`config.mk`:
```
export PLATFORM = sky130hd
export DESIGN_NAME = vmac_result_writer
export DESIGN_NICKNAME = d
export VERILOG_FILES = /design/src/rtl/vmac_pkg.sv /design/src/rtl/vmac_tag_delay.sv /design/src/rtl/vmac_result_writer.sv
export SDC_FILE = /design/constraint.sdc
export NUM_CORES = 1
export LEC_CHECK = 0
export ABC_AREA = 1
export CORE_AREA = 2 2 410 412
export CTS_CLUSTER_SIZE = 24
export DETAILED_ROUTE_END_ITERATION = 8
export DIE_AREA = 0 0 412 414
export MAX_ROUTING_LAYER = met4
export SYNTH_ARGS = -nofsm -noshare
export SYNTH_HDL_FRONTEND = slang
export SYNTH_SLANG_ARGS = --single-unit
```
`constraint.sdc`:
```
create_clock -name clk -period 3.8 [get_ports clk]
set_clock_uncertainty 0.1 [all_clocks]
set_input_delay 0.38 -clock clk [delete_from_list [all_inputs] [get_ports clk]]
set_output_delay 0.38 -clock clk [all_outputs]
set_load 0.05 [all_outputs]
```
`src/rtl/vmac_pkg.sv`:
```
// rtl/vmac_pkg.sv - shared constants and types for the vector MAC result writer
package vmac_pkg;

  localparam int VECTOR  = 16;
  localparam int I_WIDTH = 32;
  localparam int VLEN    = VECTOR * I_WIDTH;
  localparam int ADDR_W  = 7;
  localparam int DEPTH   = 2 ** ADDR_W;
  localparam int LAT     = 3;

  localparam logic [ADDR_W:0] DEPTH_CNT = {1'b1, {ADDR_W{1'b0}}};

  typedef enum logic [1:0] {
    ST_IDLE  = 2'd0,
    ST_ISSUE = 2'd1,
    ST_DRAIN = 2'd2,
    ST_DONE  = 2'd3
  } state_e;

  typedef struct packed {
    logic              valid;
    logic [ADDR_W-1:0] addr;
  } tag_t;

  // Requests beyond the memory depth are clamped so the index never wraps.
  function automatic logic [ADDR_W:0] clamp_count(input logic [ADDR_W:0] n);
    if (n > DEPTH_CNT) begin
      return DEPTH_CNT;
    end
    return n;
  endfunction

endpackage

```
`src/rtl/vmac_tag_delay.sv`:
```
// rtl/vmac_tag_delay.sv - fixed-latency shift register carrying read tags to the write port
module vmac_tag_delay
  import vmac_pkg::*;
#(
  parameter int STAGES = LAT
) (
  input  logic clk,
  input  logic reset,
  input  tag_t tag_in,
  output tag_t tag_out,
  output logic pending
);

  tag_t stage_q [STAGES];
  tag_t stage_d [STAGES];

  always_comb begin
    stage_d[0] = tag_in;
    for (int i = 1; i < STAGES; i++) begin
      stage_d[i] = stage_q[i-1];
    end
  end

  always_ff @(posedge clk) begin
    if (reset) begin
      for (int i = 0; i < STAGES; i++) begin
        stage_q[i] <= '0;
      end
    end else begin
      for (int i = 0; i < STAGES; i++) begin
        stage_q[i] <= stage_d[i];
      end
    end
  end

  // The final stage is excluded: its write retires in the current cycle.
  always_comb begin
    pending = 1'b0;
    for (int i = 0; i < STAGES - 1; i++) begin
      pending = pending | stage_q[i].valid;
    end
  end

  assign tag_out = stage_q[STAGES-1];

endmodule

```
`src/rtl/vmac_result_writer.sv`:
```
// rtl/vmac_result_writer.sv - operand address sequencer and result write-back for the vector MAC
// Optional running XOR of written data on port checksum when VMAC_WR_CHECKSUM_EN is defined.
module vmac_result_writer
  import vmac_pkg::*;
(
  input  logic              clk,
  input  logic              reset,
  input  logic              start,
  input  logic [ADDR_W:0]   num_vec,
  input  logic              hold,
  input  logic [VLEN-1:0]   res_vec,
  output logic              rd_en,
  output logic [ADDR_W-1:0] rd_addr,
  output logic              wr_en,
  output logic [ADDR_W-1:0] wr_addr,
  output logic [VLEN-1:0]   wr_data,
  output logic              busy,
  output logic              done,
  output logic [ADDR_W:0]   wr_count
`ifdef VMAC_WR_CHECKSUM_EN
  ,
  output logic [VLEN-1:0]   checksum
`endif
);

  localparam logic [1:0] S_IDLE  = ST_IDLE;
  localparam logic [1:0] S_ISSUE = ST_ISSUE;
  localparam logic [1:0] S_DRAIN = ST_DRAIN;
  localparam logic [1:0] S_DONE  = ST_DONE;

  logic [1:0]        state_q, state_d;
  logic [ADDR_W:0]   n_q, n_d;
  logic [ADDR_W:0]   idx_q, idx_d;
  logic              rd_en_q, rd_en_d;
  logic [ADDR_W-1:0] rd_addr_q, rd_addr_d;
  logic              done_q, done_d;
  logic [ADDR_W:0]   cnt_q, cnt_d;

  logic            accept;
  logic            last_issue;
  logic [ADDR_W:0] n_req;
  tag_t            tag_in;
  tag_t            tail;
  logic            pending;

  assign n_req      = clamp_count(num_vec);
  assign last_issue = (idx_q == (n_q - 1'b1));
  // DONE lasts one cycle and already behaves like IDLE for a new start.
  assign accept     = start && ((state_q == S_IDLE) || (state_q == S_DONE));
  assign tag_in     = '{valid: rd_en_q, addr: rd_addr_q};

  vmac_tag_delay #(
    .STAGES (LAT)
  ) u_tag_delay (
    .clk     (clk),
    .reset   (reset),
    .tag_in  (tag_in),
    .tag_out (tail),
    .pending (pending)
  );

  always_comb begin
    state_d   = state_q;
    n_d       = n_q;
    idx_d     = idx_q;
    rd_en_d   = 1'b0;
    rd_addr_d = rd_addr_q;
    done_d    = done_q;
    cnt_d     = cnt_q;

    if (tail.valid && (cnt_q != DEPTH_CNT)) begin
      cnt_d = cnt_q + 1'b1;
    end

    case (state_q)
      S_IDLE, S_DONE: begin
        state_d = S_IDLE;
        if (accept) begin
          n_d     = n_req;
          idx_d   = '0;
          done_d  = 1'b0;
          cnt_d   = '0;
          // An empty run passes through DRAIN, which exits immediately.
          state_d = (n_req == '0) ? S_DRAIN : S_ISSUE;
        end
      end
      S_ISSUE: begin
        if (!hold) begin
          rd_en_d   = 1'b1;
          rd_addr_d = idx_q[ADDR_W-1:0];
          idx_d     = idx_q + 1'b1;
          if (last_issue) begin
            state_d = S_DRAIN;
          end
        end
      end
      S_DRAIN: begin
        if (!rd_en_q && !pending) begin
          state_d = S_DONE;
          done_d  = 1'b1;
        end
      end
      default: state_d = S_IDLE;
    endcase
  end

  always_ff @(posedge clk) begin
    if (reset) begin
      state_q   <= S_IDLE;
      n_q       <= '0;
      idx_q     <= '0;
      rd_en_q   <= 1'b0;
      rd_addr_q <= '0;
      done_q    <= 1'b0;
      cnt_q     <= '0;
    end else begin
      state_q   <= state_d;
      n_q       <= n_d;
      idx_q     <= idx_d;
      rd_en_q   <= rd_en_d;
      rd_addr_q <= rd_addr_d;
      done_q    <= done_d;
      cnt_q     <= cnt_d;
    end
  end

`ifdef VMAC_WR_CHECKSUM_EN
  logic [VLEN-1:0] csum_q, csum_d;

  always_comb begin
    csum_d = csum_q;
    if (accept) begin
      csum_d = '0;
    end else if (tail.valid) begin
      csum_d = csum_q ^ res_vec;
    end
  end

  always_ff @(posedge clk) begin
    if (reset) begin
      csum_q <= '0;
    end else begin
      csum_q <= csum_d;
    end
  end

  assign checksum = csum_q;
`endif

  assign rd_en    = rd_en_q;
  assign rd_addr  = rd_addr_q;
  assign wr_en    = tail.valid;
  assign wr_addr  = tail.addr;
  assign wr_data  = tail.valid ? res_vec : '0;
  assign busy     = (state_q == S_ISSUE) || (state_q == S_DRAIN);
  assign done     = done_q;
  assign wr_count = cnt_q;

endmodule

```
==> Word level (Yosys, flattened, before mapping) <==
Memory sizes are Yosys's and may differ from the RTL's.
Index checks and enable logic that the tools add are counted.
{ "totals": {"ff_bits": 35, "word_cells": 71, "latch_bits": 0, "output_inout_bits": 538, "ram_bits": 24, "input_bits": 524, "romBits": 0, "mem_count": 1} }
{ "mem_list": {"columns": ["memory", "words", "width", "rd", "rd_clocked_by_memory_dff", "wr", "line_no", "source"], "rows": [
  ["u_tag_delay.stage_q", 3, 8, 3, 0, 3, "vmac_tag_delay.sv:14", "tag_t stage_q [STAGES];"]
]} }
{ "classes": {"n_lt_le_gt_ge": 1, "addsub": 3, "div_mod_pow": 0, "n_mux": 26, "bitwise": 6, "n_reduce_logical": 18, "multipliers": 0, "eq_ne": 9, "shift": 0} }
{ "ops": {"columns": ["cell", "count"], "rows": [
  ["512-bit two-way mux", 1],
  ["8-bit two-way mux", 10],
  ["8-bit by 1-bit adder with 8-bit output (second input constant)", 2],
  ["8-bit one-hot mux with 2 select lines", 1],
  ["2-bit two-way mux", 5],
  ["3-bit AND reduction", 3],
  ["8-bit == test", 1],
  ["8-bit greater-than comparator (second input constant)", 1],
  ["8-bit zero test", 1],
  ["2-bit inequality test (second input constant)", 4],
  ["8-bit inequality test (second input constant)", 1],
  ["8-bit by 1-bit subtractor with 8-bit output (second input constant)", 1],
  ["1-bit two-way mux", 7],
  ["2-bit one-hot mux with 3 select lines", 1],
  ["2-bit == test (second input constant)", 2],
  ["1-bit bitwise OR", 4],
  ["2-bit AND reduction", 2],
  ["2-bit nonzero test", 2],
  ["2-bit OR reduction", 2],
  ["1-bit logical AND", 3],
  ["2-bit by 1-bit == test with 1-bit output (second input constant)", 1],
  ["1-bit zero test", 2],
  ["2-bit zero test", 1],
  ["1-bit logical OR", 2],
  ["2 further kinds", 3]
]} }

==> Longest topological paths before layout <==
{ "logic_depth": {"depth_word": 7, "depth_mapped": 15} }

==> Cells and area by module <==
A second synthesis with hierarchy kept.
{ "unflattened": {"cells_unflattened": 1431, "area_unflattened_um2": 6720.2} }
{ "by_module_without_submodules": {"columns": ["mod", "area_per_inst_um2", "instances", "cells_each", "seq_area_each_um2"], "rows": [
  ["vmac_result_writer", 6033.3, 1, 1356, 700.7],
  ["vmac_tag_delay", 686.9, 1, 75, 480.5]
]} }

==> Least setup slack after synthesis <==
OpenSTA, ideal clock, no wires.
{ "synth_timing": {"kind": "register -> output", "startpoint": "mem u_tag_delay.stage_q[0][23] (netlist name)", "endpoint": "out wr_data[100]", "required_ns": 3.320, "path_stages_with_launch": 6, "arrival_ns": 1.835, "path_slack_ns": 1.485, "cell_sequence": "dfxtp_1 clkbuf_1 clkbuf_1 clkbuf_1 nand2_1 inv_1"} }
{ "synth_rtl": {"columns": ["item", "line_no", "source"], "rows": [
  ["start: declaration", "vmac_tag_delay.sv:14", null],
  ["end: declaration", "vmac_result_writer.sv:16", "output logic [VLEN-1:0] wr_data,"]
]} }

==> metrics.md <==
| Metric | Value |
|---|---|
| Pwr/cell area | `~170 mW/mm²` |
| Largest net degree at the start of global routing | `~120` |
| Final wirelength | `152.2 mm` |
| DIE WIDTH | `approximately 400 µm` |
| Worst hold slack | `about 300 ps` |
| Total Power | `between 3 and 4 mW` |
| Leakage | `11.00 nW` |
| CTS tree | `built` |
| R2R setup slack | `1380 ps` |
| Fillcell total | `just under 20000` |
| Via density | `roughly 2.7` |
| Post-CTS Resized | `0` |
| Commonest non-fill, non-tap cell in the layout | `clkdlybuf4s50_1` |
| Clock sink count | `about 60` |
| Deepest clock path buffer count | `2` |
| Fin crit period | `roughly 2900 ps` |
| Max incr delay on CP | `around 810 ps` |
| Yosys Warn Count | `0` |
| Outcome | `completed` |
| Hold depth | `2` |
| Initial DRC count | `roughly 760` |
| Crit-path slowest cell | `clkdlybuf4s50_1` |
| Asr flop ratio synth | `0%` |
| Synth cell types | `27` |
| DR WL/cell | `between 30 and 40 µm` |
| Syn Std Cell Area | `around 0.0066 mm²` |
| Worst hold endpoint | `u_tag_delay.stage_q[0][12]` |
| Row count | `150` |
| Dpl hpwl | `roughly 140 mm` |
| CTS clock-pin slew for the worst setup and hold paths | `about 50 ps` |
| Starting Density | `approximately 4.0%` |
| Buffers added on ports | `~1100` |
| Tot GR Track Use | `~18%` |
| Setup WS post-layout | `roughly 880 ps` |
| Commonest non-fill, non-tap cells in the layout | `856 x clkdlybuf4s50_1, 574 x inv_1, 566 x nand2_1` |
| Peak supply drop | `roughly 250 µV` |
| CTS Buf Count | `9` |
| Final Util | `between 10% and 20%` |
| Setup TNS | `0 ps` |
| Die Ht | `around 410 µm` |
| RSZ-0062 raised after global routing | `false` |
| H-tree Lvls | `3` |
| Core Footprint | `~0.17 mm²` |
| Post-Syn Area per Cell | `4.637 µm²` |
| CP Capture Type | `output port` |
| Reg2reg end | `wr_count[1]` |
| Die ar. | `roughly 0.17 mm²` |
| Post-synth EDFFs | `0` |
| HP Start | `u_tag_delay.stage_q[0][4]` |
| CP delay by family, top | `buffers and inverters` |
| Max cap viols | `0` |
| Critical-path cell list | `buf_12 -> nand2_1 -> inv_1 -> clkdlybuf4s50_1` |
| Pre-CTS WS | `between 1000 and 1500 ps` |
| Remaining Overflow, GRT | `0` |
| Syn-to-layout area delta | `202.9%` |
| WS Path Type | `register to output port` |
| First-pass GRT wire length | `178.5 mm` |
| Mapped Cells | `1424` |
| Seq/Total Area, Yosys | `between 10% and 20%` |
| Critical Path Fanout Max | `114` |
| Initial antenna violation count | `between 200 and 250` |
| Leading area contributor after synthesis | `inv_1` |
| Post-CTS Setup Repair Bufs | `0` |
| Tcrit/Tclk final | `approximately three quarters` |
| I/O pins | `1062` |
| CP required | `3320 ps` |
| Remaining antenna violation count after routing | `0` |
| Buf+Inv Stages, Crit Path | `3` |
| HP Class | `register to register` |
| F_max | `roughly 0.34 GHz` |
| Synth Flop Type | `dfxtp_1` |
| Crit path DAT | `2440 ps` |
| Vias in the first global route | `12360` |
| Vias | `around 13000` |
| Fin. Hold Viols | `0` |
| Nets | `2967` |
| Endpoints failing setup | `0` |
| Clock tree root buffer cell | `clkbuf_16` |
| Pin slew with the least headroom to its limit | `925.2 ps` |
| Syn_nets | `roughly 2000` |
| Startpoint types | `register` |
| Rel. slew slack | `between 30% and 40%` |
| R2r startpoint | `state_q[0]` |
| Detailed-route DRC error count | `0` |
| Slew Limit Fails | `0` |
| # hold bufs at CTS | `0` |
| Flops & latches, synth | `59` |
| Worst Reg2Reg Path Length in Cells | `7` |
| Layout cells sized above 1 | `9.873%` |
| Worst-Skew Late Latency | `~340 ps` |
| Synth top area share | `32.63%` |
| Final GP Congestion | `about 0.93` |
| Synth top area cells | `inv_1 33%, nand2_1 32%, dfxtp_1 18%` |
| DRT Pass-1 Iters | `4` |
==> flip-flops by register name (all words and copies together), names as in the netlist <==
signal,flops
u_tag_delay.stage_q,24
n_q,8
done,1
idx_q,8
wr_count,8
rd_en,1
state_q,2
rd_addr,7
==> worst register-to-register path: cells and delay by family (launching register included) <==
kind / cells / cell delay (ps)
simple gates: 2 / 650
flops: 1 / 340
fa+ha+maj: 1 / 400
buf+inv: 3 / 610
compound gates: 1 / 250
==> logic make-up (layout without fill, tap and decap cells) <==
kind of cell,after synthesis,after routing,share of synthesized area [%]
other cells,0,147,0
fa+ha+maj,6,6,1.137
xor+xnor,7,7,0.9286
compound gates,46,46,4.302
flops,59,59,17.89
simple gates,662,662,38.60
buf+inv,644,1661,37.14
==> metrics by stage <==
stage	cell area, µm²	cells
floorplan	6603	1424
global placement	19290	4630
detailed placement	19290	4630
CTS	19630	4645
global route	19970	4782
finish	20000	4792
==> per-layer routing <==
metal	vias to the layer above	wire, µm	track usage, %
met2	789	77150	31.01
met5	-	0	-
met1	6025	49490	16.55
met4	0	2458	2.122
met3	113	23050	10.79
li1	6032	-	-
==> cell usage after synthesis, drive strengths merged, types with 4 or more instances <==
cell	instances
inv	575
nand2	569
nor2	61
dfxtp	59
clkbuf	55
nand3	19
o21ai	18
buf	14
a21oi	13
nor3	9
xor2	7
a2bb2oi	6
ha	6
a211oi	4
==> worst max-delay path by stage <==
stage,start,to,slack (ps),cells past startpoint
6_report,u_tag_delay.stage_q[0][23],wr_data[237],880,4
4_1_cts,u_tag_delay.stage_q[0][23],wr_data[237],820,4
5_1_grt,u_tag_delay.stage_q[0][23],wr_data[237],730,4
2_1_floorplan,u_tag_delay.stage_q[0][23],wr_data[100],1480,5
3_5_place_dp,res_vec[155],wr_data[155],1120,4
3_3_place_gp,res_vec[155],wr_data[155],1090,4
==> report_power, final <==
part	switching, mW	internal, mW
Combinational	0.929	0.718
Clock	0.332	0.639
Sequential	0.0500	0.688
==> cell type report <==
class	count	area (µm²)	share of cell area, %
flip-flops and latches	59	1185	5.925
well taps	2204	2758	13.79
clock buffers	9	225.2	1.126
multi-input cells	721	2969	14.85
diodes	147	367.9	1.839
inverters	575	2158	10.79
clock inverters	6	115.1	0.5756
repair buffers	1071	10220	51.10
(Power assumes the default switching activity.)
